<file path="config.mk">
export PLATFORM = sky130hd
export DESIGN_NAME = pc_step_controller
export DESIGN_NICKNAME = d
export VERILOG_FILES = /design/src/rtl/pc_ctrl_pkg.sv /design/src/rtl/key_debouncer.sv /design/src/rtl/pc_step_controller.sv
export SDC_FILE = /design/constraint.sdc
export NUM_CORES = 1
export LEC_CHECK = 0
export ABC_AREA = 1
export CAP_MARGIN = 20
export CORE_MARGIN = 5
export CORE_UTILIZATION = 55
export CTS_BUF_LIST = sky130_fd_sc_hd__clkbuf_16
export CTS_CLUSTER_DIAMETER = 50
export DETAILED_ROUTE_END_ITERATION = 8
export GPL_ROUTABILITY_DRIVEN = 0
export PLACE_DENSITY = 0.73
export SLEW_MARGIN = 20
export SYNTH_ARGS = -nofsm -noshare
export SYNTH_HDL_FRONTEND = slang
export SYNTH_SLANG_ARGS = --single-unit
</file>
<file path="constraint.sdc">
create_clock -name clk -period 3 [get_ports clk]
set_clock_uncertainty 0.05 [all_clocks]
set_input_delay 0.6 -clock clk [delete_from_list [all_inputs] [get_ports clk]]
set_output_delay 0.6 -clock clk [all_outputs]
set_load 0.03 [all_outputs]
</file>
<file path="src/rtl/pc_ctrl_pkg.sv">
// ---------------------------------------------------------------------------
// pc_ctrl_pkg
// Shared definitions for the program-counter step controller:
//   - pc_state_e : controller mode (ST_STEP = 0, ST_RUN = 1)
//   - *_DEF      : board constants for a 50 MHz clock
//   - *_SIM      : short constants that keep simulations fast
// No ports (package).
// ---------------------------------------------------------------------------
package pc_ctrl_pkg;

   typedef enum logic {
      ST_STEP = 1'b0,
      ST_RUN  = 1'b1
   } pc_state_e;

   localparam int DEBOUNCE_CYCLES_DEF = 1_000_000;  // 20 ms at 50 MHz
   localparam int RUN_PERIOD_DEF      = 25_000_000; // 0.5 s at 50 MHz

   localparam int DEBOUNCE_CYCLES_SIM = 4;
   localparam int RUN_PERIOD_SIM      = 8;

endpackage

</file>
<file path="src/rtl/key_debouncer.sv">
// ---------------------------------------------------------------------------
// key_debouncer
// Cleans one raw active-low push-button: 2-FF synchronizer, stable-level
// counter and a registered one-cycle press pulse on a 1->0 debounced edge.
// Ports:
//   clk        in  system clock
//   reset      in  synchronous active-high reset
//   key_n      in  raw active-low key, asynchronous to clk
//   db_state   out debounced key level (1 = released)
//   press      out one-cycle pulse when the debounced level falls
// ---------------------------------------------------------------------------
module key_debouncer #(
   parameter int DEBOUNCE_CYCLES = 4
) (
   input  logic clk,
   input  logic reset,
   input  logic key_n,
   output logic db_state,
   output logic press
);

   localparam int             CW      = $clog2(DEBOUNCE_CYCLES);
   localparam logic [CW-1:0]  CNT_MAX = CW'(DEBOUNCE_CYCLES - 1);

   logic          sync1_q, sync1_d;
   logic          sync2_q, sync2_d;
   logic          db_state_q, db_state_d;
   logic [CW-1:0] cnt_q, cnt_d;
   logic          press_q, press_d;

   always_comb begin
      sync1_d    = key_n;
      sync2_d    = sync1_q;
      db_state_d = db_state_q;
      cnt_d      = '0;
      // The counter only runs while the synchronized level disagrees with
      // the accepted level; any agreeing sample restarts the qualification.
      if (sync2_q != db_state_q) begin
         if (cnt_q == CNT_MAX) begin
            db_state_d = sync2_q;
         end else begin
            cnt_d = cnt_q + CW'(1);
         end
      end
      // Pulse is registered alongside the debounced fall, so it is visible
      // in the same cycle db_state goes low.
      press_d = db_state_q & ~db_state_d;
   end

   always_ff @(posedge clk) begin
      if (reset) begin
         sync1_q    <= 1'b1;
         sync2_q    <= 1'b1;
         db_state_q <= 1'b1;
         cnt_q      <= '0;
         press_q    <= 1'b0;
      end else begin
         sync1_q    <= sync1_d;
         sync2_q    <= sync2_d;
         db_state_q <= db_state_d;
         cnt_q      <= cnt_d;
         press_q    <= press_d;
      end
   end

   assign db_state = db_state_q;
   assign press    = press_q;

endmodule

</file>
<file path="src/rtl/pc_step_controller.sv">
// ---------------------------------------------------------------------------
// pc_step_controller
// Turns the STEP and RUN keys into single-cycle program-counter advance
// strobes. STEP mode: one strobe per STEP press. RUN mode: one strobe every
// RUN_PERIOD cycles. The RUN key toggles between the modes.
// Ports:
//   clk         in  system clock (CLOCK_50)
//   reset       in  synchronous active-high reset
//   key_step_n  in  raw STEP key, active-low
//   key_run_n   in  raw RUN/STOP key, active-low
//   step_en     out one-cycle PC clock-enable strobe
//   run_mode    out 1 = RUN mode, 0 = STEP mode (mirrors the FSM state)
//   step_count  out number of strobes issued, modulo 256
// ---------------------------------------------------------------------------
module pc_step_controller
   import pc_ctrl_pkg::*;
#(
   parameter int DEBOUNCE_CYCLES = DEBOUNCE_CYCLES_DEF,
   parameter int RUN_PERIOD      = RUN_PERIOD_DEF
) (
   input  logic       clk,
   input  logic       reset,
   input  logic       key_step_n,
   input  logic       key_run_n,
   output logic       step_en,
   output logic       run_mode,
   output logic [7:0] step_count
);

   localparam int             PW       = $clog2(RUN_PERIOD);
   localparam logic [PW-1:0]  PCNT_MAX = PW'(RUN_PERIOD - 1);

   logic step_db, step_press;
   logic run_db,  run_press;

   key_debouncer #(.DEBOUNCE_CYCLES(DEBOUNCE_CYCLES)) u_step_db (
      .clk      (clk),
      .reset    (reset),
      .key_n    (key_step_n),
      .db_state (step_db),
      .press    (step_press)
   );

   key_debouncer #(.DEBOUNCE_CYCLES(DEBOUNCE_CYCLES)) u_run_db (
      .clk      (clk),
      .reset    (reset),
      .key_n    (key_run_n),
      .db_state (run_db),
      .press    (run_press)
   );

   pc_state_e     state_q, state_d;
   logic [PW-1:0] pcnt_q, pcnt_d;
   logic          step_en_q, step_en_d;
   logic          run_mode_q, run_mode_d;
   logic [7:0]    step_count_q, step_count_d;

   always_comb begin
      state_d   = state_q;
      pcnt_d    = '0;
      step_en_d = 1'b0;
      case (state_q)
         ST_STEP: begin
            // A RUN press takes priority over a simultaneous STEP press.
            if (run_press) begin
               state_d = ST_RUN;
            end else if (step_press) begin
               step_en_d = 1'b1;
            end
         end
         ST_RUN: begin
            // Leaving RUN on the terminal count suppresses that strobe.
            if (run_press) begin
               state_d = ST_STEP;
            end else begin
               step_en_d = (pcnt_q == PCNT_MAX);
               pcnt_d    = (pcnt_q == PCNT_MAX) ? '0 : pcnt_q + PW'(1);
            end
         end
         default: state_d = ST_STEP;
      endcase
      run_mode_d   = (state_d == ST_RUN);
      step_count_d = step_count_q + {7'b0, step_en_q};
   end

   always_ff @(posedge clk) begin
      if (reset) begin
         state_q      <= ST_STEP;
         pcnt_q       <= '0;
         step_en_q    <= 1'b0;
         run_mode_q   <= 1'b0;
         step_count_q <= 8'd0;
      end else begin
         state_q      <= state_d;
         pcnt_q       <= pcnt_d;
         step_en_q    <= step_en_d;
         run_mode_q   <= run_mode_d;
         step_count_q <= step_count_d;
      end
   end

   assign step_en    = step_en_q;
   assign run_mode   = run_mode_q;
   assign step_count = step_count_q;

endmodule

</file>
=== Yosys cells after proc, flatten, opt, wreduce, memory -nomap -nowiden ===
Cells that the tools add are included.

* Add/sub/neg operators: 4
* Multiply operators: 0
* Divide/modulo/power cells: 0
* Magnitude comparators: 0
* Equal/unequal tests: 5
* Shift-type cells: 0
* Multiplexer cells: 11
* Bitwise gates (word level): 7
* Reduce and logical (&&, ||, !) cells: 3

{| class="wikitable"
|+ Operators by type and width
! cell !! count
|-
| 20-bit by 1-bit adder with 20-bit output (second input constant) || 2
|-
| 20-bit == test (second input constant) || 2
|-
| 25-bit by 1-bit adder with 25-bit output (second input constant) || 1
|-
| 25-bit == test (second input constant) || 1
|-
| 1-bit two-way mux || 9
|-
| 8-bit by 1-bit adder with 8-bit output || 1
|-
| 3-bit OR reduction || 2
|-
| 1-bit inverter || 5
|-
| 1-bit case mux with 2 select lines || 2
|-
| 4-bit OR reduction || 1
|-
| 1-bit AND || 2
|-
| 1-bit inequality test || 2
|}

* Bits in registers: 83
* Latch bits: 0
* Bits in writable memories: 0
* Memory bits (read-only): 0
* Input bits: 4
* Output and inout bits: 10
* Word-level logic and storage cells: 44
* Memories kept: 0

=== Logic depth before layout (Yosys ltp) ===
Gate-level depths: netlist (run 1).

* Depth in word-level cells: 5
* Depth in mapped cells: 10
* Mapped depth without buffers: 10

=== Cells and area by module ===
From an unflattened synthesis (run 1), not the netlist that was laid out.

* Cell total of the unflattened synthesis: 601
* Area total of the unflattened synthesis: 4,219.0 sq um

{| class="wikitable"
|+ By module, submodules not included
! module !! times used !! cells each !! area each (sq um) !! sequential area each (sq um)
|-
| key_debouncer || 2 || 172 || 1,228.7 || 480.5
|-
| pc_step_controller || 1 || 257 || 1,761.7 || 700.7
|}

=== Worst setup path before layout (run 1) ===
OpenSTA, ideal clock, no wires.

* Path kind: register -> register
* Start: register u_run_db.cnt_q[0]
* End: register u_run_db.cnt_q[13]
* Library setup time: 0.114 ns
* Arrival time: 1.388 ns
* Data required time: 2.836 ns
* Path slack: 1.448 ns
* Stages on the path, launching flop included: 8
* Path buffers: 1
* Period minus slack after synthesis: 1.552 ns
* Cell sequence: dfxtp_1 -> ha_1 -> nand3_2 -> nor3_2 -> nand3_2 -> nand2_4 -> buf_6 -> nor2_1

* Longest elaborated chain between the ends: 2
* Elaborated cells between the ends (all ways): 3
* Classes of those cells: add/sub (1); eq/ne (1); reduce/logical (1)

{| class="wikitable"
|+ Ends and longest elaborated chain
! what !! line !! RTL
|-
| start, declared || key_debouncer.sv:28 || <nowiki>logic [CW-1:0] cnt_q, cnt_d;</nowiki>
|-
| start signal, assigned || key_debouncer.sv:61 || <nowiki>cnt_q <= cnt_d;</nowiki>
|-
| parallel branches: the longest is 2 deep, another holds 20-bit by 1-bit adder with 20-bit output || - ||
|}

Parallel ways; which one is timed is not known.
A chain may end at the register's enable or synchronous reset.

=== Worst setup path in the final report (run 1) ===
* Start: register step_count_q[5] (netlist: step_count[5])
* End: output step_count[5]

{| class="wikitable"
|+ RTL lines
! what !! line !! RTL
|-
| start, declared || pc_step_controller.sv:56 || <nowiki>logic [7:0] step_count_q, step_count_d;</nowiki>
|-
| start signal, assigned || pc_step_controller.sv:98 || <nowiki>step_count_q <= step_count_d;</nowiki>
|-
| end, declared || pc_step_controller.sv:27 || <nowiki>output logic [7:0] step_count</nowiki>
|}

No word-level cell between the ends.

==> results of run 1 <==
-- power by group through the flow --
stage	clock network (mW)	logic, mW	registers (mW)
final	1.09	0.0194	1.11
after global routing	1.16	0.0225	1.11
after CTS	1.11	0.0199	1.11
after detailed placement	0	0.0197	1.13
after global placement	0	0.0191	1.13
after floorplan	0	0.0134	1.13
-- metrics by stage --
stage	std cells	util (%)	hold WS (ns)	cell area, um2
after CTS	706	63.1	0.367	4550
after global routing	706	63.1	0.377	4550
after floorplan	584	-	0.339	4040
final	706	63.1	0.364	4550
after global placement	690	59.0	0.344	4260
after detailed placement	690	59.0	0.345	4260
-- flip-flops by register name, summed over array words and instances, names as in the netlist, 8 cells and up --
| name | cells |
|---|---|
| u_step_db.cnt_q | 20 |
| u_run_db.cnt_q | 20 |
| pcnt_q | 25 |
| step_count | 8 |
-- kinds of logic after synthesis --
kind of cell	synth area share [%]
buffers and inverters	5.85
AO/OA/AOI/OAI	4.09
flip-flops	41.1
adder cells (fa/ha/maj)	1.55
XOR/XNOR	8.02
AND/OR/NAND/NOR	39.4
-- synth_stat cells (2+ instances only) --
cell type | n | area share, %
xor2_1 | 21 | 4.5
buf_4 | 2 | 0.37
or2_0 | 3 | 0.46
nand3b_1 | 3 | 0.56
nor2_1 | 141 | 13
nand2_1 | 138 | 13
o21ai_0 | 5 | 0.62
buf_2 | 3 | 0.37
dfxtp_1 | 83 | 41
nand3_2 | 4 | 0.99
a31oi_1 | 2 | 0.31
xnor2_1 | 16 | 3.5
nor3_2 | 4 | 0.99
nor2_2 | 4 | 0.62
or2_2 | 6 | 0.93
a21oi_1 | 21 | 2.6
o21bai_1 | 2 | 0.37
nor3_1 | 9 | 1.1
inv_1 | 51 | 4.7
ha_1 | 5 | 1.5
nand3_1 | 41 | 5.1
nand4_1 | 13 | 2.0
-- layout make-up --
| class | instances | area [um2] |
|---|---|---|
| fillers | 661 | 2660 |
| multi-input cells | 443 | 2140 |
| flip-flops and latches | 83 | 1660 |
| clock buffers | 9 | 225 |
| inverters | 51 | 191 |
| repair buffers | 14 | 138 |
| well taps | 99 | 124 |
| clock inverters | 7 | 68.8 |
-- worst max-delay path by stage --
stage	endpoint	cells past startpoint	startpoint	slack [ns]
2_1_floorplan	u_run_db.cnt_q[13]	7	u_run_db.cnt_q[0]	1.45
3_3_place_gp	u_step_db.cnt_q[13]	6	reset	0.70
3_5_place_dp	u_step_db.cnt_q[16]	6	reset	0.63
4_1_cts	step_count[5]	1	step_count[5]	0.89
5_1_grt	u_step_db.cnt_q[19]	6	reset	0.74
6_report	step_count[5]	1	step_count[5]	0.90
-- metal layers --
layer	wire, um	track usage (%)	vias to the layer above
met1	3790	24.2	1593
met5	0	0	-
met3	297	3.52	13
met2	3650	30.9	62
met4	139	8.77	0
li1	-	-	1886
==> out/summary.txt, run 1 <==
Outcome: finished, final reports clean
Core outline area: 0.00721 mm2
Cells after Synth: 584
Largest net degree at the start of global routing: 26
Worst slew pin tran: 0.675 ns
Hold path cells: 1
Iter 0 DRT Violations: 142
Hold_sp: u_step_db.sync1_q
Synth Flop Type: dfxtp_1
Post-CTS setup buffer count: 0
Routed vias: 3,554
Crit Reg-Reg Startpoint: u_step_db.cnt_q[0]
CTS tree: built
Cell-internal power: 1.76 mW
Critical Path End Type: output pin
Total Wirelength: 7.87 mm
Critical path buffer and inverter count: 1
All-layer global routing usage: 18.9%
Share of cells above drive strength 1: 5.60%
Static Leak: 1.40 nW
H-Tree Depth: 3
Warnings from Yosys: 0
Tot Pwr: 2.22 mW
Worst setup SP type: register
Hold Vio Cnt, Final: 0
Unrepaired setup endpoints after global routing: no
Max Slew Vio Count: 0
Fmax achieved: 476 MHz
Die Area: 0.00917 mm2
DP Worst Slack: 0.634 ns
Via/cell ratio: 5.03
Die width: 95.7 um
Sw Ratio: 20.8%
CTS buffer count: 9
Combinational share of power: 0.9%
Hold Crit Endpoint: u_step_db.sync2_q
Worst r2r dst: u_step_db.cnt_q[7]
Syn Area/Cell: 6.92 um2
Worst endpoint data arrival time: 1.45 ns
DRC Markers: 0
Number of port buffers: 13
Syn nets: 593
Relative slew slack: 54.9%
Global-route wire length before repair: 13.9 mm
Drt first pass iters: 5
Clk slew on worst S/H paths: 0.06 ns
Clk pwr share: 49.2%
Rows: 31
Worst hold path type: reg -> reg
CP peak stage delay: 0.71 ns
IO Pins: 14
Clock Path Buffers: 2
Max cap viols: 0
Synth async-reset ratio: 0%
Power Dens Cells: 487 mW/mm2
GR Overflow Total: 0
Slowest CP cell: clkdlybuf4s50_1
Cells along the critical path: clkdlybuf4s50_1
Root Buffer: clkbuf_16
Synthesis-stage register bit count: 83
Initial core utilization: 56.0%
Fin nets: 611
Synth unique cells: 29
Post-Synthesis Cell Area: 0.00404 mm2
Worst reg2reg path depth: 6
Crit path kind: reg -> out
Worst skew pair latency: 0.34 ns
R2R setup slack: 1.02 ns
Number of enable flip-flop cells after synthesis: 0
Worst VDD drop: 321 uV
Fin crit period: 2.10 ns
Setup tns final: 0 ns
CTS Sinks: 83
Data required time of the worst path: 2.35 ns
Initial antenna violation count: 0
Sequential power share: 49.9%
Finish-stage setup viols: 0
Die H: 95.7 um
Most common cell after layout, fill and taps aside: nor2_1
Post-CTS Resized: 0
Routed length per instance: 11.2 um
Layout Area Growth over Synthesis: 12.6%
Vias in the first global route: 3,284
Top delay family on crit path: buffers and inverters
Post-DP HPWL: 5.73 mm
Post-synthesis sequential area ratio: 41.1%
Most frequent cells in the layout: nor2_1, nand2_1, dfxtp_1
Net switching power: 462 uW
Worst Slack Setup Final: 0.900 ns
Hold Buf Count CTS: 0
Critical path peak fanout: 6
Antenna cells: 0
Remaining antenna violation count: 0
Fin crit share: 70.0%
(Power assumes the default switching activity.)
==> run 2: changes to the inputs <==
==> constraint.sdc (replaced) <==
create_clock -name clk -period 2.15 [get_ports clk]
set_clock_uncertainty 0.05 [all_clocks]
set_input_delay 0.43 -clock clk [delete_from_list [all_inputs] [get_ports clk]]
set_output_delay 0.43 -clock clk [all_outputs]
set_load 0.03 [all_outputs]
==> out/summary.txt, run 2 (synthesized netlist as in run 1, its figures left out) <==
Global-route wire length before repair: 14.2 mm
Biggest regs: pcnt_q x25, u_run_db.cnt_q x20, u_step_db.cnt_q x20
IO Pins: 14
Worst skew pair latency: 0.33 ns
Most common cell after layout, fill and taps aside: nor2_1
Crit path kind: reg -> out
CTS tree: built
Sw Ratio: 20.8%
CP peak stage delay: 0.71 ns
Max Slew Vio Count: 0
Fin crit period: 1.92 ns
Sequential power share: 52.7%
CTS buffer count: 9
Cell-internal power: 2.32 mW
Initial core utilization: 56.0%
Cell area after placement: 0.00428 mm2
Data required time of the worst path: 1.67 ns
Top reg by flops: pcnt_q
Hold Crit Endpoint: u_run_db.sync2_q
Met2 wire length: 3.79 mm
Initial antenna violation count: 0
Post-layout instance area: 0.00455 mm2
Hold Vio Cnt, Final: 0
Max cap viols: 0
Hold path cells: 1
Cells along the critical path: clkdlybuf4s50_1
Worst VDD drop: 512 uV
Relative slew slack: 66.1%
Highest routed layer: met4
Layout Area Growth over Synthesis: 12.4%
Critical Path End Type: output pin
Post-CTS Resized: 0
Hold Buf Count CTS: 0
Worst slew pin tran: 0.508 ns
Post-DP HPWL: 5.87 mm
Worst reg2reg path depth: 7
Remaining antenna violation count: 0
Fin crit share: 89.1%
Most frequent cells in the layout: nor2_1, nand2_1, dfxtp_1
All-layer global routing usage: 19.5%
Die width: 95.7 um
CTS Sinks: 83
Hold_sp: u_run_db.sync1_q
Top delay family on crit path: buffers and inverters
Drt first pass iters: 4
Share of cells above drive strength 1: 5.90%
Fin nets: 614
Number of port buffers: 13
Core outline area: 0.00721 mm2
Clock Path Buffers: 2
Antenna cells: 0
Vias in the first global route: 3,300
Static Leak: 1.40 nW
Clk slew on worst S/H paths: 0.06 ns
Slowest CP cell: clkdlybuf4s50_1
Tot Pwr: 2.93 mW
R2R setup slack: 0.37 ns
Worst r2r dst: u_step_db.cnt_q[11]
Largest net degree at the start of global routing: 26
Fmax achieved: 522 MHz
GR Overflow Total: 0
DP Worst Slack: 0.166 ns
Unrepaired setup endpoints after global routing: no
DRC Markers: 0
Root Buffer: clkbuf_16
Die Area: 0.00917 mm2
Worst hold path type: reg -> reg
Clk pwr share: 46.3%
Worst setup SP type: register
Iter 0 DRT Violations: 130
Final Util: 63.0%
Die H: 95.7 um
Setup tns final: 0 ns
Worst Slack Setup Final: 0.234 ns
DR WL met3: 251 um
Critical path buffer and inverter count: 1
Largest register FFs: 25
Via/cell ratio: 5.05
Routed length per instance: 11.3 um
Power Dens Cells: 645 mW/mm2
H-Tree Depth: 3
Finish-stage setup viols: 0
Routed vias: 3,580
Crit Reg-Reg Startpoint: u_step_db.cnt_q[0]
Combinational share of power: 1.0%
Rows: 31
Net switching power: 611 uW
Outcome: finished, final reports clean
Post-CTS setup buffer count: 0
Total Wirelength: 8.05 mm
Worst endpoint data arrival time: 1.44 ns
Critical path peak fanout: 6
Met1 Wirelength: 3.83 mm
-- run 2: metal layers --
metal / GRT usage (%) / vias up
met5: 0 / -
met4: 9.24 / 0
met3: 3.36 / 14
met2: 32.5 / 58
met1: 24.4 / 1614
li1: - / 1894
-- run 2: through the flow --
stage / instances / hold slack, ns
6_report: 709 / 0.360
5_1_grt: 709 / 0.385
4_1_cts: 709 / 0.364
3_5_place_dp: 693 / 0.349
3_3_place_gp: 693 / 0.344
2_1_floorplan: 584 / 0.339
-- run 2: power groups by stage --
| stage | clock network, mW | logic [mW] | registers [mW] |
|---|---|---|---|
| CTS | 1.39 | 0.0296 | 1.55 |
| global route | 1.48 | 0.0328 | 1.54 |
| global placement | 0 | 0.0290 | 1.58 |
| floorplan | 0 | 0.0187 | 1.58 |
| detailed placement | 0 | 0.0293 | 1.58 |
| finish | 1.36 | 0.0292 | 1.55 |
-- run 2: layout make-up --
type	count	area (um2)
fillers	697	2670
multi-input cells	443	2140
flip-flops and latches	83	1660
clock inverters	7	38.8
repair buffers	17	160
inverters	51	191
clock buffers	9	225
well taps	99	124
-- run 2: worst max path at each step --
stage | start | end | slack, ns | cells past startpoint
floorplan | u_run_db.cnt_q[0] | u_run_db.cnt_q[13] | 0.60 | 7
global placement | reset | pcnt_q[21] | 0.24 | 5
detailed placement | reset | pcnt_q[11] | 0.17 | 5
CTS | step_count[5] | step_count[5] | 0.22 | 1
global route | pcnt_q[0] | pcnt_q[14] | 0.16 | 8
finish | step_count[5] | step_count[5] | 0.23 | 1
